**config.mk**
```make
export PLATFORM = sky130hd
export DESIGN_NAME = fft_bfly_stage_ctrl
export DESIGN_NICKNAME = d
export VERILOG_FILES = /design/src/rtl/fft_bfly_stage_ctrl.sv
export SDC_FILE = /design/constraint.sdc
export NUM_CORES = 1
export LEC_CHECK = 0
export BUFFER_PORTS_ARGS = -buffer_cell sky130_fd_sc_hd__clkbuf_2
export CORE_MARGIN = 2
export CORE_UTILIZATION = 35
export CTS_CLUSTER_SIZE = 30
export DETAILED_ROUTE_END_ITERATION = 6
export PLACE_DENSITY = 0.56
export SLEW_MARGIN = 20
export SYNTH_ARGS = -nofsm -noshare
export SYNTH_HDL_FRONTEND = slang
export SYNTH_SLANG_ARGS = --single-unit
```
**constraint.sdc**
```tcl
create_clock -name clk -period 1.56 [get_ports clk]
set_input_delay 0.156 -clock clk [delete_from_list [all_inputs] [get_ports clk]]
set_output_delay 0.156 -clock clk [all_outputs]
set_load 0.01 [all_outputs]
```
**src/rtl/fft_bfly_stage_ctrl.sv**
```systemverilog
// -----------------------------------------------------------------------------
// fft_bfly_stage_ctrl
// Frame sequencer for one radix-2 delay-feedback butterfly stage. Counts input
// beats of a COUNT-beat frame and drives the stage controls: butterfly enable,
// twiddle ROM address, output mux select, output valid and frame status.
//
// Ports
//   clk         stage clock
//   rstn        asynchronous active-low reset
//   valid_in    input beat present (COUNT consecutive cycles per frame)
//   bfly_en     comb: high while beats HALF..COUNT-1 are accepted
//   out_sel     reg : 0 = butterfly sums, 1 = delayed differences (drain)
//   twd_addr    comb: beat-HALF while bfly_en, else 0
//   out_valid   reg : output beat valid on datapath output registers
//   beat_cnt    index of the input beat presented this cycle
//   frame_done  reg : pulse on the last output beat of a frame
//   err_gap     reg : pulse after valid_in dropped mid-frame
//   busy        frame in progress, drain running or output still valid
//   frame_cnt   completed frames, wraps modulo 2^FCNT_W
//
// state | meaning
// ------+-----------------------------------------------------------------
// IDLE  | no frame in progress; valid_in here is beat 0 of a new frame
// FILL  | beats 1..HALF-1, delay line filling, butterfly idle
// CALC  | beats HALF..COUNT-1, butterfly active, sums leave next cycle
// -----------------------------------------------------------------------------
module fft_bfly_stage_ctrl #(
   parameter  int NUM    = 16,
   parameter  int DATA   = 512,
   parameter  int FCNT_W = 8,
   localparam int COUNT  = DATA / NUM,
   localparam int HALF   = COUNT / 2,
   localparam int BW     = $clog2(COUNT),
   localparam int TW     = $clog2(HALF)
) (
   input  logic              clk,
   input  logic              rstn,
   input  logic              valid_in,
   output logic              bfly_en,
   output logic              out_sel,
   output logic [TW-1:0]     twd_addr,
   output logic              out_valid,
   output logic [BW-1:0]     beat_cnt,
   output logic              frame_done,
   output logic              err_gap,
   output logic              busy,
   output logic [FCNT_W-1:0] frame_cnt
);

   localparam int DW = $clog2(HALF + 1);

   typedef enum logic [1:0] {
      S_IDLE = 2'd0,
      S_FILL = 2'd1,
      S_CALC = 2'd2
   } state_t;

   state_t          state_q, state_d;
   logic [BW-1:0]   beat_q, beat_d;
   logic [DW-1:0]   drain_q, drain_d;
   logic            last_beat;
   logic            gap;
   logic            drain_act;
   logic            drain_last;
   logic            out_valid_d;

   assign drain_act  = (drain_q != '0);
   assign drain_last = (drain_q == DW'(1));

   always_comb begin
      state_d   = state_q;
      beat_d    = beat_q;
      last_beat = 1'b0;
      gap       = 1'b0;
      case (state_q)
         S_IDLE: begin
            if (valid_in) begin
               beat_d  = BW'(1);
               state_d = S_FILL;
            end
         end
         S_FILL: begin
            if (valid_in) begin
               beat_d = beat_q + 1'b1;
               if (beat_q == BW'(HALF - 1)) state_d = S_CALC;
            end else begin
               gap     = (beat_q != '0);
               beat_d  = '0;
               state_d = S_IDLE;
            end
         end
         S_CALC: begin
            if (valid_in) begin
               // beat_q + 1 wraps COUNT-1 -> 0 because COUNT is a power of two
               beat_d = beat_q + 1'b1;
               if (beat_q == BW'(COUNT - 1)) begin
                  last_beat = 1'b1;
                  // back-to-back frames re-enter through IDLE, which accepts beat 0
                  state_d   = S_IDLE;
               end
            end else begin
               gap     = (beat_q != '0);
               beat_d  = '0;
               state_d = S_IDLE;
            end
         end
         default: begin
            beat_d  = '0;
            state_d = S_IDLE;
         end
      endcase
   end

   // Drain runs on its own so it can overlap the next frame's FILL phase.
   always_comb begin
      drain_d = drain_q;
      if (last_beat) drain_d = DW'(HALF);
      else if (drain_act) drain_d = drain_q - 1'b1;
   end

   // Low-phase sums leave one cycle after each CALC beat; drain beats follow.
   assign out_valid_d = ((state_q == S_CALC) && valid_in) || drain_act;

   always_ff @(posedge clk or negedge rstn) begin
      if (!rstn) begin
         state_q    <= S_IDLE;
         beat_q     <= '0;
         drain_q    <= '0;
         out_valid  <= 1'b0;
         out_sel    <= 1'b0;
         frame_done <= 1'b0;
         err_gap    <= 1'b0;
         frame_cnt  <= '0;
      end else begin
         state_q    <= state_d;
         beat_q     <= beat_d;
         drain_q    <= drain_d;
         out_valid  <= out_valid_d;
         out_sel    <= drain_act;
         frame_done <= drain_last;
         err_gap    <= gap;
         if (drain_last) frame_cnt <= frame_cnt + 1'b1;
      end
   end

   assign beat_cnt = beat_q;
   assign bfly_en  = (state_q == S_CALC) && valid_in;
   // In CALC beat_q is HALF..COUNT-1, so its low bits are beat-HALF.
   assign twd_addr = bfly_en ? beat_q[TW-1:0] : '0;
   assign busy     = (state_q != S_IDLE) || drain_act || out_valid;

endmodule

```
==> impl_results.md <==
* Status: complete, but fails checks
* Violated checks: negative setup slack
* Hpwl dp at 1903 um
* Vias at 1008
* Initial core utilization at 0.3684
* Most frequent cells after synthesis: dfrtp_1, ha_1, inv_1, nand2_1, xnor2_1
* Root Buffer Master: clkbuf_4
* Vias in the first global route at 1000
* First-pass GRT wire length at 4574 um
* I/O Pins at 26
* DRT iter0 DRCs at 52
* Met3 Use GR at 0.02113
* Overall power at 2.553 mW
* Met1 GRT Util at 0.1894
* Die X-Extent at 63.73 um
* Register area share after synthesis at 0.4810
* Layout fillers at 321
* Slew @ Worst Pin at 602.1 ps
* Routed WL at 2601 um
* Fin. Hold Viols at 0
* Maximum vdd drop at 0.0006353 V
* P per Cell Area at 1539 mW/mm^2
* Cell Area, Synth at 0.001249 sq mm
* Clock transition at path regs at 130 ps
* Most frequent cell after synthesis: dfrtp_1
* Asr flop ratio synth at 1.000
* Worst-Skew Late Latency at 310 ps
* RSZ-0062 raised after global routing: true
* Antenna Nets Post-Route at 0
* CTS Buffer Depth at 2
* Critical path type: reg -> reg
* Slew Viols, Final at 0
* Area after DPL at 0.001514 sq mm
* Cell area after layout at 0.001659 sq mm
* DRC Markers at 0
* Post-synth EDFFs at 0
* Gpl congestion at 0.7554
* Warnings from Yosys at 0
* Post-synth top area cell: dfrtp_1
* Critical path launch point: beat_cnt[1]
* Mean Syn Cell Area at 10.95 sq um
* Reg2reg path depth at 6
* Critical register-to-register path startpoint: beat_cnt[1]
* Layout cells sized above 1 at 0.4025
* Total CTS buffers at 3
* Yosys top cell area share at 0.4810
* Slew HR at 0.5986
* Hold-critical path depth at 2
* Total grt overflow at 0
* Routed len/inst at 12.69 um
* Peak Freq at 602.6 MHz
* Clock skew at 3.008 ps
* Met2 Use GR at 0.2355
* Drt pass-1 iters at 4
* Synthesized flop and latch total at 24
* Netlist cell types at 29
* Syn Nets at 129
* Endpoint type of the worst setup path: flop
* Synth top area cells: dfrtp_1, ha_1, xnor2_1
* Area delta synth->final at 32.87%
* CP Launch Type: flop
* Hold Path Origin: valid_in
* Die ar. at 0.004062 sq mm
* WP data arrival at 1880 ps
* Site Rows at 21
* Largest net degree at the start of global routing at 25
* Sequential Area at 601.8 sq um
* Busiest grt layer: met2
* Final setup viols at 2
* # diodes at 0
* Initial antenna violation count at 0
* Multi-input logic area at 659.4 sq um
* CTS Sinks at 24
* CTS tree: done
* Predominant post-synthesis flop cell: dfrtp_1
* Tot GR Track Use at 0.1435
* Number of max-cap violations at 0
* Avg Vias per Cell at 4.917
* Input/output buffers at 25
* HP Class: in -> reg
* P_leak at 0.8042 nW
* Syn Inst Count at 114
* Worst Path Required at 1780 ps
* Core region area at 0.003390 sq mm
* Tcrit/Tclk final at 1.064
* Die Span Y at 63.73 um
* # nets final at 175
* Htree depth at 1
* Worst setup slack after layout at -99.60 ps
* Crit path max fanout at 2
* Fin crit period at 1660 ps
==> sequential cells by signal, indices dropped and copies added, names as in the netlist <==
register,cells
frame_cnt,8
state_q,2
out_valid,1
frame_done,1
beat_cnt,5
err_gap,1
out_sel,1
drain_q,5
==> worst paths after layout <==
path                       slack, ps            to
setup / recovery                -100    state_q[0]
hold / removal                   180       err_gap
setup reg to reg                -100    state_q[0]
hold reg to reg                  480  frame_cnt[7]
max in group asynchronous        780    state_q[1]
min in group asynchronous        360       out_sel
==> where the power goes <==
part / total [mW] / internal (mW) / switching (mW)
Sequential: 0.989 / 0.810 / 0.180
Combinational: 1.23 / 0.650 / 0.585
Clock: 0.329 / 0.143 / 0.187
Total: 2.55 / 1.60 / 0.951
==> cell type report <==
type	instances	share of cell area
Tap cell	46	0.03469
Inverter	11	0.02489
Clock buffer	4	0.02187
Timing Repair Buffer	42	0.1584
Multi-Input combinational cell	78	0.3974
Sequential cell	24	0.3627
==> metrics by stage <==
step,std cells,utilization,setup slack [ps],TNS [ps],hold slack (ps)
floorplan,114,-,-140.4,-140.4,-139.6
global placement,193,0.4467,-41.22,-41.22,190.1
detailed placement,193,0.4467,-86.43,-86.43,196.6
CTS,200,0.4699,-102.2,-177.9,185.4
global route,205,0.4895,-157.6,-638.6,191.3
finish,205,0.4895,-99.60,-122.0,178.5
==> repair_timing <==
item	CTS	global route
buffers inserted	2	5
cloned	0	0
pin swaps	1	2
resized for setup	7	8
hold buffers	1	0
setup endpoints to repair	8	12
endpoints found under the hold margin	24	0
==> routing by layer <==
metal  wire [um]  part of all wire
met5           0                 0
met4          55             0.021
met3         121             0.047
met2        1206              0.46
met1        1217              0.47
==> cell families after synthesis <==
| family | count (synthesis) | share of synthesized area |
|---|---|---|
| adders and majority gates | 12 | 0.1202 |
| buffers and inverters | 12 | 0.03707 |
| DFF | 24 | 0.4810 |
| muxes | 2 | 0.01803 |
| AOI/OAI and AO/OA | 14 | 0.07516 |
| and+or+nand+nor | 40 | 0.1984 |
| xor gates and xnor gates | 10 | 0.07015 |
==> worst max-delay path, stage by stage (launching register included) <==
cell and delay, ps:
dfrtp_1 410, ha_2 190, and3_4 190, ha_4 150
nand3b_1 160, o211ai_1 120, mux2_2 360
==> cells in the final DEF (no fill, tap or decap), types with 2 or more instances in the layout <==
master    instances
and3_1            5
a31oi_1           2
buf_6             2
mux2_2            2
nand2_1           8
ha_4              3
clkbuf_4          3
xnor2_1           8
dfrtp_1          23
inv_2             4
clkbuf_2         24
nand4_1           4
a21oi_1           2
o22ai_1           3
buf_4            14
nor4b_4           2
nand3b_1          2
inv_1             7
xor2_1            2
nand3_1           2
nor2_1            6
nor3_1            2
nand2b_1          3
ha_1              8
(Power assumes the default switching activity.)
